**src/rtl/row_loader.sv**
```systemverilog
// -----------------------------------------------------------------------------
// row_loader
// Fetches a programmable number of consecutive (optionally strided) words from
// a synchronous-read RAM and packs them into a row vector that is offered to a
// downstream consumer with a valid/ready handshake.
//
// Optional feature macro: ROW_LOADER_STRIDE_EN
//   defined   : adds stride_i; the address step is the stride captured with start
//   undefined : no stride_i port; the address step is fixed at 1
//
// Ports:
//   clk_i         clock, all logic on the rising edge
//   rst_i         synchronous active-high reset
//   start_i       load request, only honoured while idle
//   base_addr_i   first RAM address, captured with start_i
//   n_rows_i      rows to load, captured with start_i and clamped to N_ROWS
//   stride_i      address step, captured with start_i (ROW_LOADER_STRIDE_EN only)
//   mem_addr_o    RAM read address
//   mem_rd_en_o   RAM read enable
//   mem_rdata_i   RAM read data, valid RD_LAT cycles after the read-enable cycle
//   rows_out_o    packed rows, row i at [i*WIDTH +: WIDTH]; zero unless valid
//   rows_valid_o  rows_out_o holds a complete load
//   rows_ready_i  consumer accepts rows_out_o
//   busy_o        high whenever the loader is not idle
// -----------------------------------------------------------------------------
module row_loader #(
    parameter int N_ROWS = 4,
    parameter int WIDTH  = 32,
    parameter int ADDR_W = 4,
    parameter int RD_LAT = 1,
    parameter int CNT_W  = $clog2(N_ROWS + 1)
) (
    input  logic                    clk_i,
    input  logic                    rst_i,
    input  logic                    start_i,
    input  logic [ADDR_W-1:0]       base_addr_i,
    input  logic [CNT_W-1:0]        n_rows_i,
`ifdef ROW_LOADER_STRIDE_EN
    input  logic [ADDR_W-1:0]       stride_i,
`endif
    output logic [ADDR_W-1:0]       mem_addr_o,
    output logic                    mem_rd_en_o,
    input  logic [WIDTH-1:0]        mem_rdata_i,
    output logic [N_ROWS*WIDTH-1:0] rows_out_o,
    output logic                    rows_valid_o,
    input  logic                    rows_ready_i,
    output logic                    busy_o
);

    typedef enum logic [1:0] {
        S_IDLE  = 2'd0,
        S_ISSUE = 2'd1,
        S_DRAIN = 2'd2,
        S_HOLD  = 2'd3
    } state_t;

    state_t                  state_q;
    logic [ADDR_W-1:0]       mem_addr_q;
    logic                    mem_rd_en_q;
    logic                    rows_valid_q;
    logic [N_ROWS*WIDTH-1:0] rows_q;
    logic [CNT_W-1:0]        cnt_q;
    logic [CNT_W-1:0]        issued_q;
    logic [CNT_W-1:0]        rcv_cnt_q;
    // Bit k set means a read issued k+1 cycles ago is in flight; the top bit
    // marks mem_rdata_i as carrying a genuine return in this cycle.
    logic [RD_LAT-1:0]       vld_q;
`ifdef ROW_LOADER_STRIDE_EN
    logic [ADDR_W-1:0]       step_q;
`endif

    logic [CNT_W-1:0]        cnt_d;
    logic [CNT_W-1:0]        rcv_cnt_d;
    logic                    issue_last_s;
    logic                    ret_vld_s;
    logic [ADDR_W-1:0]       step_s;

    assign ret_vld_s = vld_q[RD_LAT-1];

`ifdef ROW_LOADER_STRIDE_EN
    assign step_s = step_q;
`else
    assign step_s = ADDR_W'(1);
`endif

    // Count clamp, return counter look-ahead and last-issue detection.
    always_comb begin
        cnt_d        = n_rows_i;
        rcv_cnt_d    = rcv_cnt_q;
        issue_last_s = 1'b0;
        if (n_rows_i > CNT_W'(N_ROWS)) begin
            cnt_d = CNT_W'(N_ROWS);
        end else begin
            cnt_d = n_rows_i;
        end
        // Including the return present this cycle lets DRAIN leave on the
        // same edge that writes the final row.
        if (ret_vld_s) begin
            rcv_cnt_d = rcv_cnt_q + CNT_W'(1);
        end else begin
            rcv_cnt_d = rcv_cnt_q;
        end
        issue_last_s = ((issued_q + CNT_W'(1)) == cnt_q);
    end

    // Load FSM, read-return tracking and row buffer.
    always_ff @(posedge clk_i) begin
        if (rst_i) begin
            state_q      <= S_IDLE;
            mem_addr_q   <= '0;
            mem_rd_en_q  <= 1'b0;
            rows_valid_q <= 1'b0;
            rows_q       <= '0;
            cnt_q        <= '0;
            issued_q     <= '0;
            rcv_cnt_q    <= '0;
            vld_q        <= '0;
`ifdef ROW_LOADER_STRIDE_EN
            step_q       <= '0;
`endif
        end else begin
            // In-flight tracking follows the read enable regardless of state.
            for (int k = RD_LAT - 1; k > 0; k--) begin
                vld_q[k] <= vld_q[k-1];
            end
            vld_q[0] <= mem_rd_en_q;

            // Return j lands in row j; rows beyond the count stay cleared.
            rcv_cnt_q <= rcv_cnt_d;
            for (int i = 0; i < N_ROWS; i++) begin
                if (ret_vld_s && (rcv_cnt_q == CNT_W'(i))) begin
                    rows_q[i*WIDTH +: WIDTH] <= mem_rdata_i;
                end
            end

            case (state_q)
                S_IDLE: begin
                    if (start_i) begin
                        mem_addr_q <= base_addr_i;
                        cnt_q      <= cnt_d;
                        issued_q   <= '0;
                        rcv_cnt_q  <= '0;
                        rows_q     <= '0;
`ifdef ROW_LOADER_STRIDE_EN
                        step_q     <= stride_i;
`endif
                        if (cnt_d == CNT_W'(0)) begin
                            state_q     <= S_DRAIN;
                            mem_rd_en_q <= 1'b0;
                        end else begin
                            state_q     <= S_ISSUE;
                            mem_rd_en_q <= 1'b1;
                        end
                    end
                end
                S_ISSUE: begin
                    if (issue_last_s) begin
                        state_q     <= S_DRAIN;
                        mem_rd_en_q <= 1'b0;
                    end else begin
                        // Address arithmetic wraps naturally at ADDR_W bits.
                        mem_addr_q  <= mem_addr_q + step_s;
                        issued_q    <= issued_q + CNT_W'(1);
                        mem_rd_en_q <= 1'b1;
                    end
                end
                S_DRAIN: begin
                    if (rcv_cnt_d == cnt_q) begin
                        state_q      <= S_HOLD;
                        rows_valid_q <= 1'b1;
                    end
                end
                S_HOLD: begin
                    if (rows_ready_i) begin
                        state_q      <= S_IDLE;
                        rows_valid_q <= 1'b0;
                    end
                end
                default: begin
                    state_q      <= S_IDLE;
                    mem_rd_en_q  <= 1'b0;
                    rows_valid_q <= 1'b0;
                end
            endcase
        end
    end

    assign mem_addr_o   = mem_addr_q;
    assign mem_rd_en_o  = mem_rd_en_q;
    assign rows_valid_o = rows_valid_q;
    // The buffer fills progressively during a load, so it is masked until valid.
    assign rows_out_o   = rows_valid_q ? rows_q : '0;
    assign busy_o       = (state_q != S_IDLE);

endmodule

```
**config.mk**
```make
export PLATFORM = sky130hd
export DESIGN_NAME = row_loader
export DESIGN_NICKNAME = d
export VERILOG_FILES = /design/src/rtl/row_loader.sv
export SDC_FILE = /design/constraint.sdc
export NUM_CORES = 1
export LEC_CHECK = 0
export CAP_MARGIN = 20
export CORE_UTILIZATION = 37
export CTS_BUF_LIST = sky130_fd_sc_hd__clkbuf_8
export CTS_CLUSTER_DIAMETER = 50
export DETAILED_ROUTE_END_ITERATION = 6
export PLACE_DENSITY = 0.67
export SETUP_SLACK_MARGIN = 0.5
export SLEW_MARGIN = 20
export SYNTH_ARGS = -nofsm -noshare
export SYNTH_HDL_FRONTEND = slang
export SYNTH_SLANG_ARGS = --single-unit
```
**constraint.sdc**
```tcl
create_clock -name clk_i -period 2.67 [get_ports clk_i]
set_clock_uncertainty 0.2 [all_clocks]
set_input_delay 0.534 -clock clk_i [delete_from_list [all_inputs] [get_ports clk_i]]
set_output_delay 0.534 -clock clk_i [all_outputs]
set_load 0.01 [all_outputs]
```
Word level (Yosys, flattened, before mapping)
Cells that the tools add are included.

Add/sub/neg operators: 3. Multipliers: 0. Div/mod/pow operators: 0. Order comparisons: 1. Equal/unequal tests: 13. Shift-type cells: 0. Mux-type cells: 30. Bitwise logic cells: 0. Reduce and logical (&&, ||, !) cells: 15.

Operators by type and width (number): two-way mux 128 bit (3); two-way mux 32 bit (4); two-way mux 3 bit (6); two-way mux 2 bit (5); inequality test 2 bit (second input constant) (5); two-way mux 4 bit (2); case mux 2 bit (4 select lines) (1); case mux 4 bit (2 select lines) (1); adder 3 x 1 -> 3 bit (second input constant) (2); equality test 3 x 2 -> 1 bit (second input constant) (2); equality test 3 bit (2); zero test 3 bit (2); case mux 3 bit (2 select lines) (1); AND reduction 3 bit (2); nonzero test 2 bit (3); two-way mux 1 bit (5); adder 4 x 1 -> 4 bit (second input constant) (1); equality test 2 bit (second input constant) (2); logical AND 1 bit (4); case mux 1 bit (2 select lines) (2); AND reduction 2 bit (2); AND reduction 4 bit (1); equality test 3 x 1 -> 1 bit (second input constant) (1); greater-than comparator 3 bit (second input constant) (1); other kinds (2) (2).

Register bits: 146. Latch bits: 0. RAM bits: 0. Memory bits (read-only): 0. Input port bits: 43. Output and inout bits: 135. Logic and storage cells: 71. Memories: 0.

Depth between registers and ports, before layout
Word-level depth: 6. Gate-level depth with buffers: 8.

Least setup slack after synthesis
No wires, ideal clock.

Path kind: register to register. From: register rcv_cnt_q[0]. To: register rows_valid_q (netlist: rows_valid_o). Library setup time: 0.071 ns. Arrival time: 1.854 ns. Data required time: 2.399 ns. Path slack: 0.545 ns. Cell stages (with the launch flop): 8. Cells stage by stage: dfxtp_1 > inv_1 > ha_1 > xnor2_1 > nand2_1 > a2111oi_0 > mux2_1 > a21oi_1.

Longest elaborated chain between the ends: 5.

Ends and longest elaborated chain: from (decl) (line 64) `logic [CNT_W-1:0] rcv_cnt_q;`; from (signal assigned) (line 129) `rcv_cnt_q <= rcv_cnt_d;`; adder 3 x 1 -> 3 bit (line 99) `rcv_cnt_d = rcv_cnt_q + CNT_W'(1);`; two-way mux 3 bit * (line 98) `if (ret_vld_s) begin`; equality test 3 bit * (line 168) `if (rcv_cnt_d == cnt_q) begin`; inequality test 2 bit (no line) *; AND reduction 3 bit (no line) *; to (signal assigned) (line 112) `rows_valid_q <= 1'b0;`; to (signal assigned) (line 170) `rows_valid_q <= 1'b1;`; to (signal assigned) (line 176) `rows_valid_q <= 1'b0;`; to (decl) (line 60) `logic rows_valid_q;`.

Mark *: on every way between the ends. The rest lies on a longest branch, timed or not. A chain may end at the register's enable or synchronous reset.

Worst setup path after layout
From: register rows_valid_q (netlist: rows_valid_o). To: output rows_out_o[48].

Longest elaborated chain between the ends: 1.

Ends and longest elaborated chain: two-way mux 128 bit (line 192) `assign rows_out_o = rows_valid_q ? rows_q : '0;`; to (decl) (line 44) `output logic [N_ROWS*WIDTH-1:0] rows_out_o,`.

No other way between the ends.

==> metrics <==
met2 usage 37.5%; antenna cell count 0; DR WL/cell 16.7 um; Vias/cell 4.92; layout cell share with drive strength beyond 1 25.6%; Power Dens Cells 651 nW/um^2; sequential power share 39.3%; Switching Share 31.2%; Die H 133 um; Synth Register Bits 146; drt pass-1 iters 5; GRT Util Overall 23.3%; Cells after Synth 840; gr ovfl total 0; CP startpoint kind flip-flop; biggest area consumer among synthesized cells dfxtp_1; number of synthesized flops with an enable pin 0; starting density of the core 38.1%; met3 Track Usage GR 5.25%; grt peak-use layer met2; Crit. End Element output port; Leakage 3.68 nW; Ys Warns 0; Critical Path Max Stage Delay 0.36 ns; asr flop ratio synth 0%; Worst Path Arrival 1.61 ns; Slew @ Worst Pin 0.554 ns; clk root buf clkbuf_8; Final TNS setup 0 ns; r2r setup slk 0.55 ns; Layout area overhead 46.1%; Synth top area share 45.9%; vias in the first global route 5725; slew margin rel. 62.0%; via count 6156; fin nets 1074; status completed; PortBufs 177; Comb pwr share 31.7%; Routed Antenna Nets 0; Routability Congestion 0.779; Die Area 17700 um^2; mapped cell area 6360 um^2; remaining routing DRC violations 0; worst path bufs/invs 5; slowest library cell on the worst path dfxtp_4; HP Class flip-flop to flip-flop; Routed WL 20900 um; # setup viols final 0; Final min period 2.34 ns; Max-Cap Viols 0; antenna violations before repair 0; crit path cell chain buf_12, buf_6, buf_12, clkbuf_16, and2_4, buf_6; Synth Area per Inst 7.57 um^2; CTS clock-pin slew for the worst setup and hold paths 0.07 ns; max-slew violations 0; Primary FF master, synth dfxtp_1; Synth area leaders dfxtp_1, nand2_1, and2_1; # rows 47; worst-path fanout max 7; maximum vdd drop 0.000354 V; CTS sink cnt 146; Post-synth top cells nand2_1, dfxtp_1, a21oi_1, and2_1, clkbuf_1; GRT met1 Usage 30.6%; global-route wire length before repair 31900 um; CTS tree built; Internal 0.00416 W; dpl hpwl 12200 um; H-tree Lvls 4; Tcrit/Tclk final 87.6%; clock share of power 29.0%; total power 0.00605 W; Worst EP required 1.94 ns; Inserted Clock Buffers 17; Seq/Total Area, Yosys 45.9%; Hold Fails Final Rpt 0; largest net degree at the start of global routing 56; fmax 428 MHz; Die W 133 um; Max Root-Sink Buffers 2; switching power 0.00188 W; family with the most delay on the worst path buffers and inverters; clk_lat worst skew 0.45 ns; syn nets 895; I/O pins 178; Iter 0 DRT Violations 368; WS Path Type flip-flop to output port; core area 16700 um^2; top-count cell post-synth nand2_1; Distinct cells, synth 41; RSZ-0062 raised after global routing true
[sequential cells by signal, indices dropped and copies added (netlist names)]
register      count
rows_q          128
mem_addr_o        4
cnt_q             3
issued_q          3
rcv_cnt_q         3
state_q           2
mem_rd_en_o       1
ret_vld_s         1
rows_valid_o      1
[worst paths after layout]
check | endpoint | cells after the start | from
setup / recovery | rows_out_o[48] | 6 | rows_valid_o
hold / removal | rows_q[33] | 2 | rows_q[33]
setup reg to reg | state_q[1] | 6 | issued_q[0]
hold reg to reg | rows_q[33] | 2 | rows_q[33]
[cells by family (layout without fill, tap and decap cells)]
group           Yosys count  after routing  synth area share [%]
compound gates          160            160                  13.6
xor+xnor                  7              7                  1.18
fa+ha+maj                12             12                  2.36
buf+inv                  71            263                  4.23
flops                   146            146                  45.9
mux                       5              5                 0.806
simple gates            439            439                  31.8
[placed cells by master (no fill, tap or decap), types with 4 or more instances in the layout]
cell,instances
buf_6,55
nand3_1,5
mux2i_1,4
buf_2,67
nor2_1,11
buf_16,10
inv_1,10
dfxtp_1,137
a21oi_1,139
clkbuf_8,21
dfxtp_2,6
buf_4,15
clkdlybuf4s50_1,47
ha_1,10
and2_4,43
and2_1,87
dlygate4sd2_1,4
buf_12,13
clkdlybuf4s15_1,4
nand2_1,275
and3_1,4
[worst min-delay path, delay by kind of cell, from the launching register on]
kind / cells / cell delay (ns)
flip-flops: 1 / 0.31
AND/OR/NAND/NOR: 1 / 0.05
AO/OA/AOI/OAI: 1 / 0.05
[stage by stage]
stage	cells	hold slack (ns)	utilization, %	cell area (um^2)	setup WS (ns)
finish	1252	0.252	55.7	9300	0.331
global route	1252	0.265	55.7	9300	0.288
CTS	1247	0.252	52.9	8830	0.257
detailed placement	1193	0.242	50.4	8410	0.356
global placement	1193	0.237	50.4	8410	0.379
floorplan	840	0.232	-	6360	0.545
[routing by layer]
metal	vias up	wire length, um
li1	3052	-
met1	2902	9610
met2	173	9810
met3	29	1130
met4	0	380
met5	-	0
[timing repair]
item / in CTS / in global routing
gates resized for setup: 545 / 91
cloned: 11 / 3
pin swaps: 2 / 2
hold buffers: 0 / 0
buffers inserted: 11 / 2
setup endpoints to repair: 131 / 177
[final cells by class]
| cell class | count | area, um^2 |
|---|---|---|
| clock inverters | 11 | 111 |
| clock buffers | 21 | 289 |
| flip-flops and latches | 146 | 2940 |
| multi-input cells | 623 | 3380 |
| inverters | 10 | 37.5 |
| well taps | 220 | 275 |
| repair buffers | 221 | 2270 |
| fillers | 1584 | 7400 |
[power by group through the flow]
stage	Clock, W	Sequential (W)	Combinational [W]
floorplan	0	0.00240	0.000685
global placement	0	0.00243	0.00111
detailed placement	0	0.00243	0.00112
CTS	0.00178	0.00237	0.00174
global route	0.00187	0.00239	0.00205
finish	0.00175	0.00238	0.00192
Note: power is estimated with default switching activity, not from simulation.
==> RTL edit, RTL diff (same flow settings) <==
The 4 states of `state_t` get a Gray code encoding in 2 bits.
--- a/src/rtl/row_loader.sv
+++ b/src/rtl/row_loader.sv
@@ -48,10 +48,10 @@
 );
 
     typedef enum logic [1:0] {
-        S_IDLE  = 2'd0,
-        S_ISSUE = 2'd1,
-        S_DRAIN = 2'd2,
-        S_HOLD  = 2'd3
+        S_IDLE  = 2'b00,
+        S_ISSUE = 2'b01,
+        S_DRAIN = 2'b11,
+        S_HOLD  = 2'b10
     } state_t;
 
     state_t                  state_q;
Check against the original RTL: same outputs for any inputs over 4 cycles, from zero or initial values and one cycle with rst_i high; so few cycles prove little.
==> RTL edit against the original RTL <==
- final area is 6.4% higher
- synthesized area is 0.45% lower
- wire length is 3.0% higher
- fmax is 0.93% lower
- worst setup slack worse by 0.022 ns
- sequential cell count stayed put
- critical endpoint is now rows_out_o[115]
- largest cell class unchanged
- highest routed layer unchanged
Power is not compared: it rests on default switching activity, and its combinational part moved more than twofold at a synthesized area within 25%.
==> RTL edit: results (changes against the original RTL) <==
Run status
  • Status: finished, final reports clean

Layout
  • Nonclk inv count: 6 (-4)
  • Layout Utilization: 59.5% (+3.8 points)
  • Cell Count, Final, Fillers Out: 1,260 (+0.64%)
  • # nets final: 1,078 (+0.37%)
  • Layout non-clock buf frac: 29.0% (+4.7 points)
  • Multi-input combinational area share: 33.8% (-2.5 points)
  • Buffers, non-clock: 246 (+11%)
  • Fillers: 1,479 (-6.6%)

Timing
  • Final setup margin: 0.309 ns (-0.0219 ns)
  • Slew headroom: 63.3% (+1.3 points)

Synthesis
  • Most frequent cells after synthesis: nand2_1, dfxtp_1, a21oi_1, and2_1, clkbuf_1
  • Synthesized Nets: 876 (-2.1%)
  • Sequential fraction of the synthesis area: 46.1% (+0.21 points)
  • Mean Syn Cell Area: 7.67 µm² (+1.2%)
  • Compound-Gate Fraction of Synth Area: 13.3% (-0.35 points)
  • Mux contribution to synthesized area: 0.889% (+0.083 points)
  • Synth top area share: 46.1% (+0.21 points)

Global route
  • First-pass GRT wire length: 31,800 µm (-0.22%)
  • Met2 GRT Util: 36.6% (-0.84 points)
  • GR Util met1: 31.8% (+1.2 points)
  • Largest net degree at the start of global routing: 36 (-36%)
  • Met3 GRT Util: 5.17% (-0.079 points)
  • Total global-route track usage: 23.6% (+0.33 points)

Placed design
  • GPL Wtd Cong: 0.766 (-1.7%)
  • Placed cell count: 1,186 (-0.59%)
  • Post-DP HPWL: 12,200 µm (+0.38%)

Route
  • DRT met1 WL: 9740 µm (+1.4%)
  • Post-detailed-routing wire length: 21,600 µm (+3.0%)
  • Met3 routed WL: 1300 µm (+15%)
  • Met2 routed wirelength: 10,100 µm (+3.1%)
  • Total vias in the final route: 6,277 (+2.0%)
  • DRT iter0 DRCs: 428 (+16%)

Setup path
  • CP endpoint: rows_out_o[115]
  • Launch point of the worst reg-to-reg path: rcv_cnt_q[0]

Min path
  • Hold Path Sink: rows_q[100]
  • Hold path startpoint: rows_q[100]

Floorplan
  • Die width: 133 µm (-0.22%)
==> RTL edit: changes by cell type in the layout (fill, tap and decap cells not counted), sizes merged, moves of 4 or more <==
cell	unedited run	this run
nand2	276	270
ha	12	7
buf	160	192
clkdlybuf4s15	4	0
inv	14	8
nand3	5	1
==> RTL edit: power by group <==
group / internal, µW / switching [µW]
sequential: 2240 / 56.2
combinational: 411 / 423
clock: 1110 / 830
==> RTL edit: cell families after synthesis <==
logic type,after synthesis
and+or+nand+nor,436
AOI/OAI and AO/OA,156
DFF,146
buffers and inverters,69
xor gates and xnor gates,8
adders and majority gates,7
muxes,4
==> RTL edit: what timing repair did <==
item,CTS,global route
resized for setup,559,181
cloned,15,5
setup buffers,21,2
endpoints found under the setup margin,131,132
==> RTL edit: worst register-to-register path: cells and delay by family, from the launching register on <==
family                     cells  cell delay [ns]
AOI/OAI and AO/OA              1             0.15
adders and majority gates      2             0.48
DFF                            1             0.36
muxes                          1             0.53
and+or+nand+nor                2             0.33
